===== src/rtl/normalize_pack.sv =====
// Post-normalization and packing stage of the binary16 adder datapath: one shift per cycle,
// then pack. Optional round-to-nearest-even is enabled by NORMALIZE_PACK_ROUND_NEAREST_EN.
module normalize_pack #(
    parameter int EXP_W  = 5,
    parameter int FRAC_W = 10
) (
    input  logic                    clk,
    input  logic                    rst,
    input  logic                    in_valid,
    output logic                    in_ready,
    input  logic                    sign_in,
    input  logic [EXP_W-1:0]        exp_in,
    input  logic [FRAC_W+3:0]       mant_in,
    output logic                    out_valid,
    input  logic                    out_ready,
    output logic [EXP_W+FRAC_W:0]   result,
    output logic                    overflow,
    output logic                    underflow
);

    localparam int MW = FRAC_W + 4;
    localparam logic [EXP_W:0] EXP_MAX = {1'b0, {EXP_W{1'b1}}};
    localparam logic [EXP_W:0] EXP_ONE = {{EXP_W{1'b0}}, 1'b1};

    typedef enum logic [1:0] {
        S_IDLE  = 2'd0,
        S_NORM  = 2'd1,
        S_ROUND = 2'd2,
        S_DONE  = 2'd3
    } state_t;

    state_t              r_state;
    logic                r_sign;
    logic [EXP_W:0]      r_exp;
    logic [MW-1:0]       r_mant;

    logic [EXP_W:0]      w_exp_inc;
    logic [FRAC_W-1:0]   w_frac;
    logic [EXP_W+FRAC_W-1:0] w_inf_mag;

    assign w_exp_inc = r_exp + EXP_ONE;
    assign w_frac    = r_mant[MW-3:2];
    assign w_inf_mag = {{EXP_W{1'b1}}, {FRAC_W{1'b0}}};

`ifdef NORMALIZE_PACK_ROUND_NEAREST_EN
    logic                      w_round_up;
    logic [EXP_W+FRAC_W:0]     w_rounded;

    // Incrementing the packed {exp,frac} lets a fraction carry ripple into the exponent.
    assign w_round_up = r_mant[1] & (r_mant[0] | w_frac[0]);
    assign w_rounded  = {1'b0, r_exp[EXP_W-1:0], w_frac} + {{(EXP_W+FRAC_W){1'b0}}, 1'b1};
`endif

    // Control FSM with all outputs registered.
    always_ff @(posedge clk) begin
        if (rst) begin
            r_state   <= S_IDLE;
            r_sign    <= 1'b0;
            r_exp     <= '0;
            r_mant    <= '0;
            in_ready  <= 1'b1;
            out_valid <= 1'b0;
            result    <= '0;
            overflow  <= 1'b0;
            underflow <= 1'b0;
        end else begin
            case (r_state)
                S_IDLE: begin
                    if (in_valid && in_ready) begin
                        r_sign    <= sign_in;
                        r_exp     <= {1'b0, exp_in};
                        r_mant    <= mant_in;
                        in_ready  <= 1'b0;
                        overflow  <= 1'b0;
                        underflow <= 1'b0;
                        if (mant_in == '0) begin
                            result    <= '0;
                            out_valid <= 1'b1;
                            r_state   <= S_DONE;
                        end else if ({1'b0, exp_in} == EXP_MAX) begin
                            result    <= {sign_in, w_inf_mag};
                            overflow  <= 1'b1;
                            out_valid <= 1'b1;
                            r_state   <= S_DONE;
                        end else begin
                            r_state <= S_NORM;
                        end
                    end else begin
                        r_state <= S_IDLE;
                    end
                end
                S_NORM: begin
                    if (r_mant[MW-1]) begin
                        // Carry out: shift right once, folding the dropped bits into sticky.
                        r_mant <= {1'b0, r_mant[MW-1:2], r_mant[1] | r_mant[0]};
                        r_exp  <= w_exp_inc;
                        if (w_exp_inc >= EXP_MAX) begin
                            result    <= {r_sign, w_inf_mag};
                            overflow  <= 1'b1;
                            out_valid <= 1'b1;
                            r_state   <= S_DONE;
                        end else begin
                            r_state <= S_ROUND;
                        end
                    end else if (!r_mant[MW-2]) begin
                        if (r_exp > EXP_ONE) begin
                            r_mant <= {r_mant[MW-2:0], 1'b0};
                            r_exp  <= r_exp - EXP_ONE;
                        end else begin
                            r_exp     <= '0;
                            underflow <= 1'b1;
                            r_state   <= S_ROUND;
                        end
                    end else begin
                        r_state <= S_ROUND;
                    end
                end
                S_ROUND: begin
`ifdef NORMALIZE_PACK_ROUND_NEAREST_EN
                    if (w_round_up) begin
                        if (w_rounded[EXP_W+FRAC_W:FRAC_W] >= EXP_MAX) begin
                            result   <= {r_sign, w_inf_mag};
                            overflow <= 1'b1;
                        end else begin
                            result    <= {r_sign, w_rounded[EXP_W+FRAC_W-1:0]};
                            underflow <= underflow & (w_rounded[EXP_W+FRAC_W:FRAC_W] == '0);
                        end
                    end else begin
                        result <= {r_sign, r_exp[EXP_W-1:0], w_frac};
                    end
`else
                    result <= {r_sign, r_exp[EXP_W-1:0], w_frac};
`endif
                    out_valid <= 1'b1;
                    r_state   <= S_DONE;
                end
                S_DONE: begin
                    if (out_ready) begin
                        out_valid <= 1'b0;
                        overflow  <= 1'b0;
                        underflow <= 1'b0;
                        in_ready  <= 1'b1;
                        r_state   <= S_IDLE;
                    end else begin
                        r_state <= S_DONE;
                    end
                end
                default: begin
                    out_valid <= 1'b0;
                    in_ready  <= 1'b1;
                    r_state   <= S_IDLE;
                end
            endcase
        end
    end

endmodule


===== config.mk =====
export PLATFORM = sky130hd
export DESIGN_NAME = normalize_pack
export DESIGN_NICKNAME = d
export VERILOG_FILES = /design/src/rtl/normalize_pack.sv
export SDC_FILE = /design/constraint.sdc
export NUM_CORES = 1
export LEC_CHECK = 0
export CAP_MARGIN = 10
export CORE_ASPECT_RATIO = 0.8
export CORE_MARGIN = 10
export CORE_UTILIZATION = 53
export CTS_CLUSTER_DIAMETER = 40
export DETAILED_ROUTE_END_ITERATION = 10
export GPL_TIMING_DRIVEN = 0
export PLACE_DENSITY = 0.89
export RECOVER_POWER = 25
export SLEW_MARGIN = 20
export SYNTH_ARGS = -nofsm -noshare
export SYNTH_HDL_FRONTEND = slang
export SYNTH_SLANG_ARGS = --single-unit

===== constraint.sdc =====
create_clock -name clk -period 2.7 [get_ports clk]
set_clock_uncertainty 0.05 [all_clocks]
set_input_delay 0.54 -clock clk [delete_from_list [all_inputs] [get_ports clk]]
set_output_delay 0.54 -clock clk [all_outputs]
set_load 0.02 [all_outputs]

After elaboration in Yosys (flattened, before gate mapping)
Index checks and enable logic that the tools add are counted.
{ "classes": {"mux": 43, "n_mul": 0, "n_reduce_logical": 16, "magnitude_cmp": 2, "div_mod_pow": 0, "addsub": 2, "bitwise_logic": 1, "n_eq_ne": 15, "n_shift": 0} }
{ "ops": {"columns": ["operator", "count"], "rows": [
  ["2-to-1 mux 16 bit", 5],
  ["one-hot mux 16 bit (3 select lines)", 1],
  ["2-to-1 mux 13 bit", 3],
  ["one-hot mux 14 bit (2 select lines)", 1],
  ["2-to-1 mux 6 bit", 4],
  ["2-to-1 mux 1 bit", 15],
  ["AND reduction 5 bit", 3],
  ["logical NOT 14 bit", 1],
  ["2-to-1 mux 14 bit", 1],
  ["2-to-1 mux 2 bit", 7],
  ["inequality test 2 bit, second input constant", 7],
  ["one-hot mux 6 bit (2 select lines)", 1],
  ["inequality test 3 bit, second input constant", 3],
  ["one-hot mux 2 bit (4 select lines)", 1],
  ["adder 6 x 1 -> 6 bit, second input constant", 1],
  ["greater-or-equal comparator 6 x 5 -> 1 bit, second input constant", 1],
  ["> comparator 6 x 1 -> 1 bit, second input constant", 1],
  ["one-hot mux 1 bit (3 select lines)", 2],
  ["AND reduction 3 bit", 2],
  ["AND reduction 6 bit", 1],
  ["nonzero test 3 bit", 2],
  ["subtractor 6 x 1 -> 6 bit, second input constant", 1],
  ["equality test 5 bit, second input constant", 1],
  ["equality test 2 bit, second input constant", 2],
  ["other kinds (10)", 12]
]} }
{ "word_totals": {"mem_count": 0, "out_inout_bits": 20, "ff_bits": 43, "elab_cells": 89, "latch_bits": 0, "mem_bits_ro": 0, "in_bits": 24, "ramBits": 0} }

Logic depth before layout (Yosys ltp)
Gate-level depths: netlist (run 1).
{ "logic_depth": {"word_depth": 5, "depth_mapped": 10, "ltp_nobuf": 7} }

Worst setup path after synthesis (run 1)
No wires, ideal clock.
{ "synth_path": {"path_type": "register to register", "from": "register r_exp[1]", "to": "register r_mant[4]", "t_required_ns": 2.564, "t_arrival_ns": 1.899, "slack_ns": 0.665, "period_less_slack_ns": 2.035, "path_buffers": 2, "path_stages_with_launch": 10, "setup_time_ns": 0.086, "path_cell_list": "dfxtp_1 -> buf_2 -> inv_1 -> ha_1 -> o21bai_1 -> nor2_4 -> nor4_4 -> buf_6 -> a221oi_1 -> a211oi_1"} }
{ "synth_via": {"elab_chain_len": 3} }
{ "synth_lines": {"columns": ["element", "line_no", "rtl"], "rows": [
  ["start, declared", "34", "logic [EXP_W:0] r_exp;"],
  ["start signal, assigned", "71", "r_exp <= {1'b0, exp_in};"],
  ["start signal, assigned", "96", "r_exp <= w_exp_inc;"],
  ["start signal, assigned", "108", "r_exp <= r_exp - EXP_ONE;"],
  ["> comparator 6 x 1 -> 1 bit", "106", "if (r_exp > EXP_ONE) begin"],
  ["inequality test 3 bit (no source line)", null, null],
  ["AND reduction 4 bit (no source line)", null, null],
  ["end signal, assigned", "72", "r_mant <= mant_in;"],
  ["end signal, assigned", "95", "r_mant <= {1'b0, r_mant[MW-1:2], r_mant[1] | r_mant[0]};"],
  ["end signal, assigned", "107", "r_mant <= {r_mant[MW-2:0], 1'b0};"],
  ["end, declared", "35", "logic [MW-1:0] r_mant;"]
]} }
No other way between the ends.
A chain may end at the register's enable or synchronous reset.

Worst setup path after layout (run 1)
{ "layout_path": {"from": "input mant_in[6]", "to": "register result[7]"} }
{ "layout_via": {"elab_chain_len": 4, "word_cells_on_any_way": 6, "cone_classes": "1 x eq/ne; 3 x mux; 2 x reduce/logical"} }
{ "layout_lines": {"columns": ["element", "line_no", "rtl"], "rows": [
  ["start, declared", "13", "input logic [FRAC_W+3:0] mant_in,"],
  ["logical NOT 14 bit *", "76", "if (mant_in == '0) begin"],
  ["2-to-1 mux 16 bit", "76", null],
  ["2-to-1 mux 16 bit", "69", "if (in_valid && in_ready) begin"],
  ["one-hot mux 16 bit (3 select lines)", "67", "case (r_state)"],
  ["end signal, assigned", "81", "result <= {sign_in, w_inf_mag};"],
  ["end signal, assigned", "98", "result <= {r_sign, w_inf_mag};"],
  ["end signal, assigned", "132", "result <= {r_sign, r_exp[EXP_W-1:0], w_frac};"],
  ["end, declared", "16", "output logic [EXP_W+FRAC_W:0] result,"]
]} }
Mark *: on every way between the ends. The rest lies on a longest branch, timed or not. The select of a mux whose other input is x is not followed.

==> impl_metrics.py, run 1 <==
metrics = {
    "floorplan": {
        "core_sq_mm": 0.00465,
        "rows": 22,
        "die_h_microns": 82.3,
        "dieArea_sq_mm": 0.00806,
        "die_x_microns": 97.9,
        "initial_core_util_pct": 55.3,
        "ios": 44,
    },
    "sta": {
        "hold_viol": 0,
        "holdWs_ns": 0.408,
        "setup_tns_ns": 0,
        "max_freq_ghz": 0.398,
        "fin_crit_sh_pct": 93.0,
        "slew_violations": 0,
        "setup_violations": 0,
        "period_minus_slack_ns": 2.51,
        "worst_pin_slew_ns": 0.762,
        "rsz0062_at_grt": "no",
        "relSlewSlack_pct": 48.9,
    },
    "logic_synthesis": {
        "ys_warn_count": 0,
        "synth_nets": 334,
        "syn_avg_cell_area_sq_um": 8.52,
        "netlist_area_sq_mm": 0.00257,
        "async_reset_ff_share_pct": 0,
        "synthFlopType": "dfxtp_1",
        "synth_top_area_share_pct": 33.5,
        "synth-seq-cells": 43,
        "netlist_top_cells_area": "dfxtp_1 33%, mux2i_1 5.4%, nand2_1 5.4%, a211oi_1 5.3%, nor2_1 4.2%",
        "synth_top_area_cell": "dfxtp_1",
        "yosysUniqueCellTypes": 54,
        "synth_edf_count": 0,
        "ys_seq_area_share_pct": 33.5,
        "netlist_instances": 302,
    },
    "route": {
        "antenna_left": 0,
        "drt-pass1-iter-count": 5,
        "routedWlPerCell_microns": 18.1,
        "post_drt_via_cell_ratio": 6.23,
        "wirelength_microns": 7470,
        "drtIter0Drc": 239,
        "vias": 2571,
        "drc": 0,
    },
    "cells_and_area": {
        "fin_area_sq_mm": 0.00322,
        "fin_nets": 384,
        "fillers": 398,
        "multi_input_area_sq_mm": 0.00155,
        "seq_area_sq_um": 861,
        "final_common_cell": "dfxtp_1",
        "drive_gt1_share_pct": 10.8,
        "antenna_cells": 0,
        "area_growth_pct": 25.0,
        "final_cell_count_no_fill": 413,
        "final_cell_mix": "43 x dfxtp_1, 37 x nand2_1, 29 x nor2_1",
    },
    "clocking": {
        "clk_latency_ns": 0.31,
        "htreeDepth": 2,
        "cts_tree": "done",
        "cts_buffer_depth": 2,
        "ctsHoldBuffers": 0,
        "post_cts_buffers": 0,
        "ctsResizeCount": 0,
        "clock-root-buffer": "clkbuf_8",
        "cts_sinks": 43,
        "clk_pin_slew_ns": 0.08,
        "cts_buffers": 5,
    },
    "worst_setup_path": {
        "startpoint_type": "input pin",
        "crit_type": "in -> reg",
        "rrSetupSlack_ns": 0.21,
        "critical_path_required_ns": 2.85,
        "r2r-end": "r_mant[8]",
        "rr_startpoint": "r_exp[1]",
        "cp-end-kind": "register",
        "ff2ff_path_depth": 9,
        "cp_max_fo": 10,
        "worst-endpoint-arrival_ns": 2.66,
    },
    "global_route": {
        "grt_overflow": 0,
        "use_met2_pct": 29.3,
        "use_met3_pct": 5.98,
        "antenna_found_initial": 0,
        "grt_max_degree": 14,
        "grt_usage_pct": 18.5,
        "grt_first_pass_wirelength_microns": 12300,
        "grt-busiest-layer": "met2",
        "grt_pass1_vias": 2499,
        "use_met1_pct": 23.2,
    },
    "min_path": {
        "min_from": "result[8]",
        "min_path_type": "reg -> reg",
        "hold_end": "result[8]",
        "holdPathStages": 2,
    },
    "power_and_ir_drop": {
        "p_per_area_mw_per_mm2": 1200,
        "finalPower_mw": 3.84,
        "power.leakage_nw": 1.27,
        "irDropWorstVdd_uv": 590,
    },
    "placed_design": {
        "dp.cells": 405,
        "globalplace.congestion": 0.949,
        "portBuffers": 43,
        "placed_cell_area_sq_mm": 0.00308,
        "hpwl_microns": 5430,
    },
    "job": {
        "drv_cap": 0,
    },
    "status": {
        "status": "finished clean",
    },
}
-- cell families after synthesis --
group	Yosys count	synth area share [%]
flops	43	33.5
simple gates	107	20.7
compound gates	87	26.5
mux	19	7.64
buf+inv	34	6.52
fa+ha+maj	8	3.89
xor+xnor	4	1.36
-- power by group --
part           total (mW)  internal (mW)  switching (mW)
logic                2.19          0.869            1.32
clock network       0.607          0.370           0.237
registers            1.05          0.855           0.193
-- flip-flops by register name (all words and copies together) (netlist names) --
signal     count
underflow      1
result        16
r_state        2
r_mant        14
out_valid      1
r_sign         1
r_exp          6
overflow       1
in_ready       1
-- worst max-delay path, cell delays in order --
cell and delay [ns]:
clkdlybuf4s50_1 0.44, nor4_1 0.46, nand4_1 0.40, a31oi_4 0.31, o211ai_4 0.17, buf_6 0.20
mux2i_1 0.13
-- stage by stage --
step,worst slack (ns),utilization (%)
6_report,0.190,69.1
3_3_place_gp,-0.120,66.2
5_1_grt,0.0204,69.1
3_5_place_dp,-0.157,66.2
2_1_floorplan,0.665,-
4_1_cts,0.0359,69.0
-- how the worst max path moves through the flow --
stage,from,end,depth (start not counted)
detailed placement,mant_in[7],result[13],6
floorplan,r_exp[1],r_mant[4],9
finish,mant_in[6],result[7],7
global route,r_exp[1],r_mant[11],9
global placement,mant_in[6],result[10],6
CTS,r_state[1],overflow,7
-- synthesized netlist by cell type (2+ instances only) --
master     n
nor2_1    29
and3_1     7
o21ai_0   11
buf_4      3
o21bai_1   2
nand4_1    2
buf_6      3
a31oi_1    3
a211oi_1  18
nor3_1     3
a222oi_1   5
nor3b_1    2
dfxtp_1   43
nor2b_1    8
xnor2_1    2
buf_2      5
mux2i_1   14
o211ai_1   5
a21oi_1   16
a21oi_4    2
nor4_1     5
a221oi_1   8
mux2_2     5
or3_4      2
buf_1      2
o311ai_0   2
nand2_1   37
clkbuf_1  10
ha_1       8
nand3_1    5
inv_1     11
xor2_1     2
-- metal layers --
layer,wire length [microns],vias to the layer above
met1,3340,1205
li1,-,1211
met5,0,-
met3,746,13
met4,94,0
met2,3290,142
-- cell type report --
class,count,share of cell area (%)
timing repair buffer,43,13.4
clock buffer,6,2.26
tap,60,2.33
clock inverter,2,1.87
multi-input combinational,225,48.2
sequential,43,26.8
buffer,23,3.93
inverter,11,1.28
Note: power is estimated with default switching activity, not from simulation.
==> run 2, diff against run 1 <==
--- a/config.mk
+++ b/config.mk
@@ -8,11 +8,11 @@
 export CAP_MARGIN = 10
 export CORE_ASPECT_RATIO = 0.8
 export CORE_MARGIN = 10
-export CORE_UTILIZATION = 53
+export CORE_UTILIZATION = 50
 export CTS_CLUSTER_DIAMETER = 40
 export DETAILED_ROUTE_END_ITERATION = 10
 export GPL_TIMING_DRIVEN = 0
-export PLACE_DENSITY = 0.89
+export PLACE_DENSITY = 0.85
 export RECOVER_POWER = 25
 export SLEW_MARGIN = 20
 export SYNTH_ARGS = -nofsm -noshare
==> constraint.sdc (replaced) <==
create_clock -name clk -period 2.9 [get_ports clk]
set_clock_uncertainty 0.05 [all_clocks]
set_input_delay 0.58 -clock clk [delete_from_list [all_inputs] [get_ports clk]]
set_output_delay 0.58 -clock clk [all_outputs]
set_load 0.02 [all_outputs]
==> run 2 against run 1 <==
Net effect:
- routed wire length shrank 2.0%
- via count fell by 2.2%
- flip-flop and latch count unchanged
- largest cell class unchanged
- register-to-register slack improved by 0.19 ns
- critical path type unchanged
- highest routed layer unchanged
- combinational power is 8% lower
- die area increased by 4.6%
- critical path depth is 1 lower
==> impl_metrics.py, run 2 (same netlist as run 1, synthesis figures left out) <==
metrics = {
    "status": {
        "status": "finished clean",
    },
    "placed_design": {
        "globalplace.congestion": 0.951,
        "hpwl_microns": 5510,
        "dp_slack_ns": 0.0539,
        "portBuffers": 43,
    },
    "global_route": {
        "grt_max_degree": 14,
        "grt_first_pass_wirelength_microns": 11900,
        "grt_overflow": 0,
        "grt_pass1_vias": 2362,
        "antenna_found_initial": 0,
        "grt_usage_pct": 17.1,
    },
    "route": {
        "vias": 2514,
        "wirelength_microns": 7320,
        "post_drt_via_cell_ratio": 6.06,
        "drt-pass1-iter-count": 7,
        "drtIter0Drc": 268,
        "antenna_left": 0,
        "routedWlPerCell_microns": 17.6,
        "drc": 0,
    },
    "job": {
        "drv_cap": 0,
    },
    "clocking": {
        "ctsHoldBuffers": 0,
        "ctsResizeCount": 0,
        "clk_pin_slew_ns": 0.08,
        "htreeDepth": 2,
        "clock-root-buffer": "clkbuf_8",
        "clk_latency_ns": 0.31,
        "post_cts_buffers": 0,
        "cts_tree": "done",
        "cts_buffers": 5,
        "cts_buffer_depth": 2,
        "cts_sinks": 43,
    },
    "floorplan": {
        "die_x_microns": 100,
        "ios": 44,
        "initial_core_util_pct": 51.4,
        "rows": 23,
        "dieArea_sq_mm": 0.00843,
        "die_h_microns": 84.2,
        "core_sq_mm": 0.00501,
    },
    "cells_and_area": {
        "fillers": 452,
        "final_cell_mix": "43 x dfxtp_1, 37 x nand2_1, 29 x nor2_1",
        "largest_register": "result",
        "area_growth_pct": 23.1,
        "largest_reg_flops": 16,
        "final_common_cell": "dfxtp_1",
        "drive_gt1_share_pct": 10.5,
        "antenna_cells": 0,
        "fin_nets": 384,
        "largestRegisters": "result: 16 flops, r_mant: 14 flops, r_exp: 6 flops",
    },
    "power_and_ir_drop": {
        "irDropWorstVdd_uv": 634,
        "power.leakage_nw": 1.24,
        "p_per_area_mw_per_mm2": 1070,
    },
    "sta": {
        "max_freq_ghz": 0.386,
        "period_minus_slack_ns": 2.59,
        "hold_viol": 0,
        "relSlewSlack_pct": 45.4,
        "worst_pin_slew_ns": 0.814,
        "setup_slack_ns": 0.307,
        "setup_violations": 0,
        "rsz0062_at_grt": "no",
        "setup_tns_ns": 0,
        "slew_violations": 0,
        "holdWs_ns": 0.408,
        "fin_crit_sh_pct": 89.4,
    },
    "worst_setup_path": {
        "startpoint_type": "input pin",
        "cp_max_fo": 5,
        "crit_type": "in -> reg",
        "critical_path_required_ns": 3.05,
        "cp-end-kind": "register",
        "worst-endpoint-arrival_ns": 2.74,
    },
    "min_path": {
        "min_path_type": "reg -> reg",
    },
}
run 2: per-layer routing:
metal,global-route usage (%),vias to the layer above,wire (microns)
li1,-,1207,-
met1,23.1,1168,3320
met2,25.1,127,3180
met3,5.41,12,711
met4,5.38,0,107
met5,0,-,0
run 2: cell type report:
| type | count | area (sq um) | share of cell area (%) |
|---|---|---|---|
| Buffer | 23 | 126 | 3.99 |
| Timing Repair Buffer | 43 | 430 | 13.6 |
| Clock inverter | 2 | 12.5 | 0.395 |
| Sequential cell | 43 | 861 | 27.2 |
| Inverter | 11 | 41.3 | 1.30 |
| Clock buffer | 6 | 72.6 | 2.29 |
| Multi-Input combinational cell | 225 | 1540 | 48.8 |
| Tap cell | 62 | 77.6 | 2.45 |
run 2: path summary, 6_finish.rpt:
check	start	to	slack (ns)	cells after the start
max reg2reg	r_state[1]	overflow	0.40	7
min	out_valid	out_valid	0.41	2
min reg2reg	out_valid	out_valid	0.41	2
max	mant_in[4]	result[10]	0.31	6
run 2: worst max-delay path: stages:
cell and delay, ns:
clkdlybuf4s50_1 0.43, nor4_1 0.43, nand4_1 0.36, o21ai_0 0.55, nor2_1 0.12, mux2_2 0.27
run 2: report_power, final:
group	switching (mW)	internal, mW	leakage, nW
logic	1.22	0.804	0.849
registers	0.174	0.796	0.352
clock network	0.223	0.169	0.0412
total	1.62	1.77	1.24
run 2: metrics by stage:
stage / instance area, sq um / total power [mW] / utilization [%] / instances
2_1_floorplan: 2570 / 2.43 / - / 302
3_3_place_gp: 3080 / 2.91 / 61.5 / 407
3_5_place_dp: 3080 / 2.97 / 61.5 / 407
4_1_cts: 3170 / 3.36 / 63.2 / 415
5_1_grt: 3170 / 3.61 / 63.2 / 415
6_report: 3170 / 3.38 / 63.2 / 415
